### src/rtl/branch_resolve_unit.sv
// Branch resolve unit: queues fetch-stage predictions in order, checks each one
// against the resolved EX outcome, and produces predictor training, flush and
// redirect, plus branch/mispredict statistics.
module branch_resolve_unit #(
  parameter int PC_LENGTH = 32,
  parameter int QDEPTH    = 4,
  parameter int CNT_W     = 32
) (
  input  logic                 clk,
  input  logic                 rst,
  input  logic                 fetch_valid_i,
  input  logic [PC_LENGTH-1:0] fetch_pc_i,
  input  logic                 pred_taken_i,
  input  logic [PC_LENGTH-1:0] pred_target_i,
  output logic                 q_full_o,
  input  logic                 ex_valid_i,
  input  logic [PC_LENGTH-1:0] ex_pc_i,
  input  logic                 ex_is_bj_i,
  input  logic                 ex_taken_i,
  input  logic [PC_LENGTH-1:0] ex_target_i,
  output logic                 update_o,
  output logic                 taken_o,
  output logic [PC_LENGTH-1:0] pc_ex_o,
  output logic [PC_LENGTH-1:0] target_pc_o,
  output logic                 flush_o,
  output logic [PC_LENGTH-1:0] redirect_pc_o,
  output logic [CNT_W-1:0]     br_cnt_o,
  output logic [CNT_W-1:0]     mispred_cnt_o,
  output logic                 err_o
);

  localparam int PTR_W = (QDEPTH > 1) ? $clog2(QDEPTH) : 1;
  localparam int OCC_W = $clog2(QDEPTH + 1);

  typedef struct packed {
    logic [PC_LENGTH-1:0] pc;
    logic                 pred_taken;
    logic [PC_LENGTH-1:0] pred_target;
  } entry_t;

  entry_t           r_q [QDEPTH];
  logic [PTR_W-1:0] r_rd_ptr;
  logic [PTR_W-1:0] r_wr_ptr;
  logic [OCC_W-1:0] r_count;
  logic             r_update;
  logic             r_taken;
  logic [PC_LENGTH-1:0] r_pc_ex;
  logic [PC_LENGTH-1:0] r_target_pc;
  logic             r_flush;
  logic [PC_LENGTH-1:0] r_redirect_pc;
  logic [CNT_W-1:0] r_br_cnt;
  logic [CNT_W-1:0] r_mispred_cnt;
  logic             r_err;

  logic                 w_empty;
  logic                 w_full;
  logic                 w_pop_req;
  logic                 w_pop;
  logic                 w_pop_err;
  logic                 w_pc_err;
  logic                 w_push;
  logic                 w_push_err;
  logic                 w_mispred;
  logic                 w_bj_pop;
  logic [PC_LENGTH-1:0] w_correct_pc;
  entry_t               w_head;

  assign w_empty  = (r_count == '0);
  assign w_full   = (r_count == OCC_W'(QDEPTH));
  assign q_full_o = w_full;
  assign w_head   = r_q[r_rd_ptr];

  // Pop/push qualification, mispredict detection and the correct-path PC.
  always_comb begin
    // NOTE: every signal gets a default first so no path through the block leaves a latch.
    w_mispred    = 1'b0;
    w_pc_err     = 1'b0;
    // The cycle after a flush is the drop window: pops ignored, pushes dropped.
    w_pop_req    = ex_valid_i && !r_flush;
    w_pop        = w_pop_req && !w_empty;
    w_pop_err    = w_pop_req && w_empty;
    w_bj_pop     = w_pop && ex_is_bj_i;
    w_correct_pc = (ex_is_bj_i && ex_taken_i) ? ex_target_i : ex_pc_i + PC_LENGTH'(4);
    if (w_pop) begin
      w_pc_err = (w_head.pc != ex_pc_i);
      if (ex_is_bj_i) begin
        w_mispred = (ex_taken_i != w_head.pred_taken) ||
                    (ex_taken_i && w_head.pred_taken && (ex_target_i != w_head.pred_target));
      end else begin
        w_mispred = w_head.pred_taken;
      end
    end
    // A push into a full queue is legal only when a pop frees the slot this cycle.
    w_push     = fetch_valid_i && !r_flush && (!w_full || w_pop) && !w_mispred;
    w_push_err = fetch_valid_i && !r_flush && w_full && !w_pop;
  end

  // Entry storage; contents are only read when the occupancy marks them valid.
  // NOTE: the entry array carries no reset -- stale entries are unreachable once the pointers reset.
  always_ff @(posedge clk) begin
    if (w_push) r_q[r_wr_ptr] <= '{pc: fetch_pc_i, pred_taken: pred_taken_i, pred_target: pred_target_i};
  end

  // Pointers and occupancy; a mispredict discards everything in flight.
  // NOTE: sequential state uses non-blocking assignments so all registers update from pre-edge values.
  always_ff @(posedge clk) begin
    if (!rst) begin
      r_rd_ptr <= '0;
      r_wr_ptr <= '0;
      r_count  <= '0;
    end else if (w_mispred) begin
      r_rd_ptr <= r_wr_ptr;
      r_count  <= '0;
    end else begin
      if (w_push) r_wr_ptr <= r_wr_ptr + PTR_W'(1);
      if (w_pop)  r_rd_ptr <= r_rd_ptr + PTR_W'(1);
      case ({w_push, w_pop})
        2'b10:   r_count <= r_count + OCC_W'(1);
        2'b01:   r_count <= r_count - OCC_W'(1);
        default: r_count <= r_count;
      endcase
    end
  end

  // Registered training, flush/redirect, statistics and sticky error.
  always_ff @(posedge clk) begin
    if (!rst) begin
      r_update      <= 1'b0;
      r_taken       <= 1'b0;
      r_pc_ex       <= '0;
      r_target_pc   <= '0;
      r_flush       <= 1'b0;
      r_redirect_pc <= '0;
      r_br_cnt      <= '0;
      r_mispred_cnt <= '0;
      r_err         <= 1'b0;
    end else begin
      r_update <= w_bj_pop;
      if (w_bj_pop) begin
        r_taken     <= ex_taken_i;
        r_pc_ex     <= ex_pc_i;
        r_target_pc <= ex_target_i;
        r_br_cnt    <= r_br_cnt + CNT_W'(1);
      end
      r_flush <= w_mispred;
      if (w_mispred) begin
        r_redirect_pc <= w_correct_pc;
        r_mispred_cnt <= r_mispred_cnt + CNT_W'(1);
      end
      r_err <= r_err || w_pop_err || w_push_err || w_pc_err;
    end
  end

  assign update_o      = r_update;
  assign taken_o       = r_taken;
  assign pc_ex_o       = r_pc_ex;
  assign target_pc_o   = r_target_pc;
  assign flush_o       = r_flush;
  assign redirect_pc_o = r_redirect_pc;
  assign br_cnt_o      = r_br_cnt;
  assign mispred_cnt_o = r_mispred_cnt;
  assign err_o         = r_err;

endmodule

### config.mk
export PLATFORM = sky130hd
export DESIGN_NAME = branch_resolve_unit
export DESIGN_NICKNAME = d
export VERILOG_FILES = /design/src/rtl/branch_resolve_unit.sv
export SDC_FILE = /design/constraint.sdc
export NUM_CORES = 1
export LEC_CHECK = 0
export BUFFER_PORTS_ARGS = -buffer_cell sky130_fd_sc_hd__buf_2
export CAP_MARGIN = 20
export CORE_MARGIN = 2
export CORE_UTILIZATION = 45
export DETAILED_ROUTE_END_ITERATION = 8
export PLACE_DENSITY = 0.7
export SYNTH_ARGS = -nofsm -noshare
export SYNTH_HDL_FRONTEND = slang
export SYNTH_SLANG_ARGS = --single-unit
export TNS_END_PERCENT = 50
### constraint.sdc
create_clock -name clk -period 5.1 [get_ports clk]
set_input_delay 1.02 -clock clk [delete_from_list [all_inputs] [get_ports clk]]
set_output_delay 1.02 -clock clk [all_outputs]
set_load 0.02 [all_outputs]
== Word level (Yosys, flattened, before mapping) ==
Memories as Yosys holds them, arrays and structs flattened. A register that Yosys moved wholly into a read port is not among the register bits.
Index checks and enable logic that the tools add are counted.

* Bits in registers: 171
* Latch bits: 0
* Memory bits (writable): 260
* ROM bits: 0
* Input port bits: 135
* Output and inout bits: 165
* Logic and storage cells: 66
* Memories kept: 1

{| class="wikitable"
|+ Memory list
! name !! depth !! width !! read ports !! clocked after Yosys merged registers in !! wr ports !! line !! RTL
|-
| r_q || 4 || 65 || 1 || 1 || 1 || 41 || <nowiki>entry_t r_q [QDEPTH];</nowiki>
|}

* Add/sub/neg operators: 7
* Multipliers: 0
* Divide/modulo/power cells: 0
* $lt $le $gt $ge: 0
* Equal/unequal tests: 6
* Shifts and indexed selects: 0
* Muxes and demuxes: 11
* Bitwise logic cells: 2
* Reduce and logical (&&, ||, !) cells: 27

{| class="wikitable"
|+ Operator list
! operator !! number
|-
| adder 32 x 1 -> 32 bit, second input constant || 2
|-
| != test 32 bit || 2
|-
| adder 32 x 3 -> 32 bit, second input constant || 1
|-
| two-way mux 32 bit || 1
|-
| logical AND 1 bit || 12
|-
| two-way mux 2 bit || 4
|-
| one-hot mux 3 bit (2 select lines) || 1
|-
| zero test 1 bit || 5
|-
| logical OR 1 bit || 5
|-
| two-way mux 1 bit || 5
|-
| adder 2 x 1 -> 2 bit, second input constant || 2
|-
| nonzero test 2 bit || 2
|-
| adder 3 x 1 -> 3 bit, second input constant || 1
|-
| equality test 3 bit, second input constant || 1
|-
| zero test 3 bit || 1
|-
| subtractor 3 x 1 -> 3 bit, second input constant || 1
|-
| equality test 2 x 1 -> 1 bit, second input constant || 1
|-
| equality test 2 bit, second input constant || 1
|-
| NOT 1 bit || 2
|-
| AND reduction 2 bit || 1
|-
| OR reduction 2 bit || 1
|-
| != test 1 bit || 1
|}

== Longest topological paths before layout ==
* Depth in word-level cells: 9
* Gate-level depth with buffers: 16
* Depth with buffers taken out: 14

== Worst setup path before layout ==
Ideal clock, no wire load.

* Path type: input -> register
* Start: input port ex_taken_i
* End: memory r_q[1][0] in the netlist's numbering (enable)
* Setup time: 0.430 ns
* Data arrival time: 3.986 ns
* Data required time: 4.670 ns
* Setup slack: 0.684 ns
* Cell stages on the path: 6
* Buffers on the path: 0
* Path through: ha_1 > or3_1 > a211oi_2 > nand4_4 > a21oi_2 > and2_1

* Longest elaborated chain between the ends: 9
* Elaborated cells on any way between the ends: 10
* Classes of those cells: eq/ne (1); mux (4); reduce/logical (5)

{| class="wikitable"
|+ Ends and longest elaborated chain
! element !! line !! RTL
|-
| start: declaration || 19 || <nowiki>input logic ex_taken_i,</nowiki>
|-
| logical AND 1 bit (2 in series) || 88 || <nowiki>(ex_taken_i && w_head.pred_taken && (ex_target_i != w_head.pred_target));</nowiki>
|-
| logical OR 1 bit * || 87 || <nowiki>w_mispred = (ex_taken_i != w_head.pred_taken) ||</nowiki>
|-
| two-way mux 1 bit * || 86 || <nowiki>if (ex_is_bj_i) begin</nowiki>
|-
| two-way mux 1 bit * || 84 || <nowiki>if (w_pop) begin</nowiki>
|-
| zero test 1 bit * || 94 || <nowiki>w_push = fetch_valid_i && !r_flush && (!w_full || w_pop) && !w_mispred;</nowiki>
|-
| logical AND 1 bit * || 94 ||
|-
| two-way mux 1 bit * || 101 || <nowiki>if (w_push) r_q[r_wr_ptr] <= '{pc: fetch_pc_i, pred_taken: pred_taken_i, pred_target: pred_target_i};</nowiki>
|-
| two-way mux 1 bit (implied by the code) * || 101 ||
|-
| end: declaration || 41 ||
|}

Mark *: on every way between the ends. The rest lies on a longest branch, timed or not.

==> results.yml <==
cts:
  cts_setup_buffers: 0
  ctsLongestPathBuffers: 3
  path_clk_slew_ns: 0.06
  clkLatencyLatePin_ns: 0.57
  cts_made_buffers: 45
  cts_tree: "yes"
  hold_buffers: 0
  htreeDepth: 2
  cts.sinks: 433
  cts_root_buf: "clkbuf_16"
  cts_resized: 0
drt:
  drc: 0
  wl_per_cell_um: 21.7
  avgViaCountPerCell: 5.59
  detail-route-antenna-nets: 0
  vias: 12500
  drt_iter0_markers: 911
  totalWireLength_um: 48500
  dr.pass1.iters: 8
floorplan:
  num_rows: 72
  die-area_mm2: 0.0413
  core-area_mm2: 0.0389
  die_w_um: 203
  die_y_um: 203
  start_util_pct: 45.9
  io_pins: 300
global_routing:
  grtUsageMet3_pct: 4.39
  grt_max_degree: 109
  overflow: 0
  track_usage_pct: 23.1
  globalRoute.busiestLayer: "met2"
  antenna_found_initial: 4
  grt_use_met2_pct: 37.2
  use_met1_pct: 30.6
  grt_pass1_wl_um: 71500
  first_global_vias: 11900
logic_synthesis:
  yosys_warnings: 0
  syn-cell-area_mm2: 0.0179
  synth_top_cell_area_share_pct: 43.7
  async_flop_share_pct: 0
  synthCells: 1398
  synth_nets: 1543
  synth-edff-count: 260
  synthFlopType: "edfxtp_1"
  ys_types: 50
  synth.area.top_cells: "edfxtp_1 44%, dfxtp_1 19%, mux4_2 7.7%"
  synth.avg_cell_area_um2: 12.8
  synth_seq_area_share_pct: 63.1
  synth_area_leader_cell: "edfxtp_1"
  ys_seq_elements: 433
power:
  power_mw: 9.85
  ir_worst_vdd_v: 0.000313
  switching_share_pct: 28.3
  p_leak_nw: 7.75
  combPwrFrac_pct: 20.7
  seqPwrFrac_pct: 44.8
  internal_power_mw: 7.06
  p_per_area_mw_per_mm2: 461
  power_frac_clock_pct: 34.5
  switchingPower_mw: 2.79
timing:
  min_period_ns: 4.24
  holdWs_ns: 0.450
  skew_ns: 0.0238
  finalSetupViolCount: 0
  drv_slew: 0
  rsz0062_at_grt: "no"
  slew_headroom_pct: 29.6
  hold_viol_final: 0
  max_freq_mhz: 236
  fin_setup_tns_ns: 0
  period_share_pct: 83.2
  max_slew.worst_pin.slew_ns: 1.06
setup_path:
  cp_max_fo: 40
  r2r_setup_slack_ns: 0.86
  cp_num_buf_inv: 1
  cp_slowest_cell: "dfxtp_4"
  crit_chain: "mux4_2 -> xnor2_1 -> nand4_1 -> nor4_2 -> nand4_4 -> a21oi_2 -> and2_2 -> buf_4"
  crit_cells: 8
  cp_slowest_stage_delay_ns: 0.78
  rr_worst_depth: 8
  crit_family: "simple AND/OR/NAND/NOR gates"
  critical_path_class: "reg2reg"
  required_ns: 5.30
  cp.arrival_ns: 4.44
  startpoint_type: "flip-flop"
  r2r_end: "r_q[1][20]"
  cp-end-kind: "flip-flop"
final_layout:
  multiInputGateArea_mm2: 0.00618
  drive_gt1_share_pct: 27.1
  fillCellCount: 3261
  seqCellArea_mm2: 0.0113
  finalNetCount: 1829
  final_util_pct: 54.9
  syn2layout_area_growth_pct: 19.7
status:
  status: "complete, no violations"
hold_path:
  hold_class: "reg2reg"
  hold_path_depth: 2
  hp-start: "pc_ex_o[26]"
  min_to: "pc_ex_o[26]"
placed_design:
  dp_hpwl_um: 33300
  globalplace.congestion: 0.825
  io_buffer_count: 299
flow_run:
  cap_violations: 0
[cells in the mapped netlist (4+ instances only)]
| cell | count |
|---|---|
| a211o_1 | 30 |
| a21oi_1 | 117 |
| and2_1 | 15 |
| and3_1 | 16 |
| and4_1 | 9 |
| buf_1 | 4 |
| buf_2 | 9 |
| buf_4 | 6 |
| buf_6 | 4 |
| clkbuf_1 | 52 |
| dfxtp_1 | 173 |
| edfxtp_1 | 260 |
| ha_1 | 9 |
| inv_1 | 16 |
| mux2i_1 | 14 |
| mux4_2 | 61 |
| nand2_1 | 215 |
| nand2b_1 | 11 |
| nand3_1 | 31 |
| nand4_1 | 39 |
| nor2_1 | 82 |
| nor3_1 | 7 |
| o211ai_1 | 9 |
| o21ai_0 | 15 |
| o311ai_0 | 5 |
| o31ai_1 | 7 |
| o41ai_1 | 5 |
| or3_1 | 12 |
| or4_1 | 13 |
| xnor2_1 | 79 |
| xor2_1 | 48 |
[cell type report]
| class | instances | area share (%) |
|---|---|---|
| multi-input combinational | 873 | 28.9 |
| clock inverter | 30 | 1.65 |
| sequential | 433 | 52.8 |
| clock buffer | 53 | 5.56 |
| tap | 518 | 3.03 |
| timing repair buffer | 315 | 7.74 |
| antenna | 2 | 0.0234 |
| inverter | 16 | 0.293 |
[routing by layer]
layer / share of wire, % / up-vias / routed length, um
met3: 8.0 / 94 / 3900
met1: 40 / 6181 / 19500
met4: 4.0 / 6 / 1920
met5: 0.074 / - / 36
met2: 48 / 518 / 23200
li1: - / 5712 / -
[metrics by stage]
stage / worst slack [ns] / cells / area (um^2)
2_1_floorplan: 0.684 / 1398 / 17900
3_3_place_gp: 0.940 / 2154 / 19800
3_5_place_dp: 0.853 / 2154 / 19800
4_1_cts: 0.840 / 2237 / 21300
5_1_grt: 0.573 / 2239 / 21400
6_report: 0.859 / 2240 / 21400
[worst max-delay path by stage]
stage / slack (ns) / end
after floorplan: 0.68 / r_q[1][0]
after global placement: 0.94 / r_q[1][20]
after detailed placement: 0.85 / r_q[1][23]
after CTS: 0.84 / r_q[0][42]
after global routing: 0.57 / r_count[1]
final: 0.86 / r_q[1][20]
[state kept, by name, indices dropped and copies added, names as in the netlist, named ones only]
| name | count |
|---|---|
| br_cnt_o | 32 |
| err_o | 1 |
| flush_o | 1 |
| mispred_cnt_o | 32 |
| pc_ex_o | 32 |
| r_count | 3 |
| r_q | 260 |
| r_rd_ptr | 2 |
| r_wr_ptr | 2 |
| redirect_pc_o | 32 |
| taken_o | 1 |
| target_pc_o | 32 |
| update_o | 1 |
[worst min-delay path: stages (launching register included)]
cell and delay [ns]:
dfxtp_1 0.31, nand2_1 0.05, a21oi_1 0.05
[power by group through the flow]
stage	combinational, mW	clock (mW)	sequential, mW
floorplan	1.41	0	4.50
global placement	2.00	0	4.46
detailed placement	2.04	0	4.49
CTS	2.05	3.45	4.42
global route	2.21	3.57	4.46
finish	2.04	3.40	4.41
[cells in the final DEF, fill, tap and decap left out, types with 30 or more instances in the layout]
| master | n |
|---|---|
| a211o_1 | 30 |
| a21oi_1 | 117 |
| buf_2 | 299 |
| clkbuf_16 | 46 |
| dfxtp_1 | 171 |
| edfxtp_1 | 260 |
| mux4_2 | 61 |
| nand2_1 | 213 |
| nand3_1 | 31 |
| nand4_1 | 39 |
| nor2_1 | 82 |
| xnor2_1 | 79 |
| xor2_1 | 48 |
[cells by family after synthesis]
family                     after synthesis  share of synthesized area (%)
muxes                                   76                           8.54
DFF                                    433                           63.1
xor gates and xnor gates               127                           6.23
buffers and inverters                   92                           2.35
adders and majority gates               10                          0.743
AOI/OAI and AO/OA                      199                           6.90
and+or+nand+nor                        461                           12.1
No activity file was read; power rests on OpenSTA's default activity.
